**config.mk**
```make
export PLATFORM = sky130hd
export DESIGN_NAME = cpt_dec8
export DESIGN_NICKNAME = d
export VERILOG_FILES = /design/src/rtl/cpt_dec8.sv
export SDC_FILE = /design/constraint.sdc
export NUM_CORES = 1
export LEC_CHECK = 0
export ABC_AREA = 1
export BUFFER_PORTS_ARGS = -buffer_cell sky130_fd_sc_hd__buf_4
export CORE_ASPECT_RATIO = 1.5
export CORE_MARGIN = 2
export CORE_UTILIZATION = 50
export CTS_BUF_LIST = sky130_fd_sc_hd__clkbuf_4 sky130_fd_sc_hd__clkbuf_8 sky130_fd_sc_hd__clkbuf_16
export CTS_CLUSTER_DIAMETER = 100
export DETAILED_ROUTE_END_ITERATION = 10
export PLACE_DENSITY = 0.84
export SLEW_MARGIN = 20
export SYNTH_ARGS = -nofsm -noshare
export SYNTH_HDL_FRONTEND = slang
export SYNTH_SLANG_ARGS = --single-unit
export TNS_END_PERCENT = 30
```
**constraint.sdc**
```tcl
create_clock -name clk -period 4.15 [get_ports clk]
set_input_delay 0.6225 -clock clk [delete_from_list [all_inputs] [get_ports clk]]
set_output_delay 0.6225 -clock clk [all_outputs]
set_load 0.02 [all_outputs]
```
**src/rtl/cpt_dec8.sv**
```systemverilog
// Loadable down-counter with terminal-count pulse and optional auto-reload from the last loaded value.
// Priority per edge: load, terminal count, decrement, hold; never wraps below zero.
module cpt_dec8 #(
  parameter int WIDTH = 8
) (
  input  logic             clk,
  input  logic             reset,
  input  logic             activate,
  input  logic             load,
  input  logic [WIDTH-1:0] init,
  input  logic             reload_en,
  output logic [WIDTH-1:0] cpt,
  output logic             zero,
  output logic             done
);

  localparam logic [WIDTH-1:0] CNT_ZERO = '0;
  localparam logic [WIDTH-1:0] CNT_ONE  = {{(WIDTH-1){1'b0}}, 1'b1};

  logic [WIDTH-1:0] cpt_q, cpt_d;
  logic [WIDTH-1:0] start_q, start_d;
  logic             done_q, done_d;

  always_comb begin
    cpt_d   = cpt_q;
    start_d = start_q;
    done_d  = 1'b0;
    if (load) begin
      cpt_d   = init;
      start_d = init;
    end else if (activate) begin
      if (cpt_q == CNT_ONE) begin
        cpt_d  = CNT_ZERO;
        done_d = 1'b1;
      end else if (cpt_q == CNT_ZERO) begin
        // A zero start value would reload to zero forever, so it simply holds.
        if (reload_en && (start_q != CNT_ZERO)) begin
          cpt_d = start_q;
        end
      end else begin
        cpt_d = cpt_q - CNT_ONE;
      end
    end
  end

  always_ff @(posedge clk or negedge reset) begin
    if (!reset) begin
      cpt_q   <= '0;
      start_q <= '0;
      done_q  <= 1'b0;
    end else begin
      cpt_q   <= cpt_d;
      start_q <= start_d;
      done_q  <= done_d;
    end
  end

  assign cpt  = cpt_q;
  assign zero = (cpt_q == CNT_ZERO);
  assign done = done_q;

endmodule

```
==> impl_metrics.csv <==
group,metric,value,unit
run_status,status,"finished, final reports clean",
setup_path,cp.arrival,1.68,ns
clock_network,cts_hold_buf,0,
power_and_ir_drop,p_leak,0.735,nW
routing,drt_iter0_drc,34,
yosys,syn_inst,163,
sta,fin_crit_sh,0.554,
clock_network,clk_latency,0.30,ns
grt,busiest_layer,"met2",
sta,maxSlewHeadroom,0.718,
yosys,muxShareOfSynthArea,0,
yosys,syn-num-nets,179,
setup_path,ff2ff_path_depth,9,
place,gp_congestion,0.901,
grt,grt.total_usage,0.219,
min_path,hold_path_class,"in -> async",
sta,rsz0062_at_grt,"false",
clock_network,cts_buffers,3,
yosys,synth_area_leaders,"dfrtp_1 38%, nand2_1 19%, nand3_1 9.9%, nor2_1 6.8%, inv_1 6.1%",
routing,drc_errors,0,
layout,area_delta_synth_final,18.9,%
yosys,synth_compound_area_frac,0.0405,
clock_network,clk_pin_slew,0.10,ns
yosys,synth.distinct_cells,18,
place,dpl.cell_count,204,
layout,multi_input_area,606,um2
floorplanning,num_rows,20,
sta,tns,0,ns
floorplanning,pin_count,23,
layout,final_common_cell,"nand2_1",
power_and_ir_drop,pwr_density_cell,394,mW/mm2
sta,hold_ws,0.162,ns
clock_network,cts-root-buf,"clkbuf_4",
yosys,ys_seq_area_frac,0.383,
setup_path,required,3.53,ns
clock_network,clk_path_buf_depth,2,
layout,final-seq-area,425,um2
setup_path,r2r-start,"cpt[0]",
grt,grt_pass1_wl,4.23,mm
grt,met2_usage,0.404,
yosys,yosys.area_share.simple,0.463,
yosys,synth_top_family_by_area,"simple AND/OR/NAND/NOR gates",
layout,finish.utilization,0.636,
clock_network,ctsResizeCount,0,
grt,grt_max_degree,18,
place,placed_area,0.00129,mm2
clock_network,cts_setup_buffers,0,
sta,report.final.slew_viol_count,0,
sta,finalHoldViolCount,0,
grt,grt_pass1_vias,1004,
grt,grt_use_met3,0.0318,
layout,layout_common_cells,"57 x nand2_1, 22 x nand3_1, 22 x buf_4",
yosys,synth_top_cell_by_area,"dfrtp_1",
yosys,yosys.area_share.adder,0.0338,
routing,ant_nets,0,
floorplanning,die_w,42.5,um
setup_path,critPathKind,"reg -> out",
place,hpwl,2.00,mm
routing,dr.pass1.iters,4,
yosys,ys_warn_count,0,
floorplanning,die_y,61.7,um
yosys,netlist_area,0.00111,mm2
flow_run,maxCapViolations,0,
grt,use_met1,0.238,
layout,antenna-diode-count,0,
clock_network,clkSinkCount,17,
routing,vias,1080,
floorplanning,coreArea,0.00208,mm2
grt,grt_antenna_before_repair,0,
layout,drive_above_1_share,0.194,
routing,wl,2.58,mm
setup_path,crit_path_end_kind,"output port",
power_and_ir_drop,ir_drop,0.263,mV
yosys,synth_xor_area_frac,0.00788,
yosys,netlist.area_leader.share,0.383,
yosys,synth.avg_cell_area,6.82,um2
routing,viasPerCell,5.19,
floorplanning,initial_core_util,0.535,
setup_path,worstSetupStartpoint,"cpt[0]",
layout,fin_cells,208,
sta,setup_violations,0,
yosys,ys_seq_elements,17,
sta,fmax,435,MHz
layout,fillers,187,
sta,period_needed,2.30,ns
grt,gr-total-overflow,0,
clock_network,cts_tree,"built",
setup_path,critPathMaxFanout,8,
floorplanning,dieArea,0.00262,mm2
place,io_buffers,22,
routing,routedWlPerCell,12.4,um
sta,worstMarginPinSlew,0.422,ns
sta,final.setup_skew,0.000898,ns
clock_network,h-tree-depth,1,
layout,fin_area,0.00132,mm2
setup_path,start_kind,"register",
layout,nNetsFinal,203,
-- power by group --
group	total, W	internal, W	switching [W]
Clock	0.0000987	0.0000441	0.0000545
Sequential	0.000216	0.000187	0.0000287
Combinational	0.000206	0.0000786	0.000127
-- cells by family (layout without fill, tap and decap cells) --
| family | count (synthesis) | in the layout |
|---|---|---|
| xor gates and xnor gates | 1 | 1 |
| adders and majority gates | 3 | 3 |
| DFF | 17 | 17 |
| and+or+nand+nor | 112 | 112 |
| buffers and inverters | 21 | 44 |
| AOI/OAI and AO/OA | 9 | 9 |
-- worst max-delay path: stages, from the launching register on --
cell and delay (ns):
dfrtp_1 0.44, inv_1 0.17, ha_1 0.24, nand2_4 0.07
inv_1 0.07, nand2_2 0.11, inv_1 0.12, buf_4 0.15
-- final timing paths --
kind / end / slack (ns)
setup reg to reg: cpt[2] / 2.48
hold / removal: cpt[3] / 0.16
max in group asynchronous: cpt[1] / 3.80
min in group clk: start_q[5] / 0.52
hold reg to reg: start_q[5] / 0.52
setup / recovery: zero / 1.85
-- per-layer routing --
metal,share of wire,vias to the layer above
met5,0,-
met4,0.031,0
met3,0.044,9
met2,0.52,39
met1,0.41,473
li1,-,559
-- final cells by class --
type | count | area share
tap | 22 | 0.0208
multi-input combinational | 125 | 0.458
clock buffer | 4 | 0.0227
sequential | 17 | 0.322
inverter | 18 | 0.0511
timing repair buffer | 22 | 0.125
-- flip-flops by register name, indices dropped and copies added, names as in the netlist --
signal / cells
start_q: 8
cpt: 8
done: 1
-- Yosys cell counts --
cell      instances
clkbuf_1          1
o21ai_0           8
nor2_1           20
nand2_1          57
buf_1             1
nor3_2            2
nand3_1          22
inv_1            18
a21oi_1           1
nor2_4            2
nand4_1           2
nand2_2           3
xnor2_1           1
ha_1              3
nand2_4           3
nand3b_1          1
dfrtp_1          17
buf_2             1
-- stage by stage --
step | total power, W | setup slack [ns]
after floorplan | 0.000355 | 2.27
after global placement | 0.000417 | 2.26
after detailed placement | 0.000423 | 2.21
after CTS | 0.000522 | 1.85
after global routing | 0.000554 | 1.77
final | 0.000521 | 1.85
(Power assumes the default switching activity.)
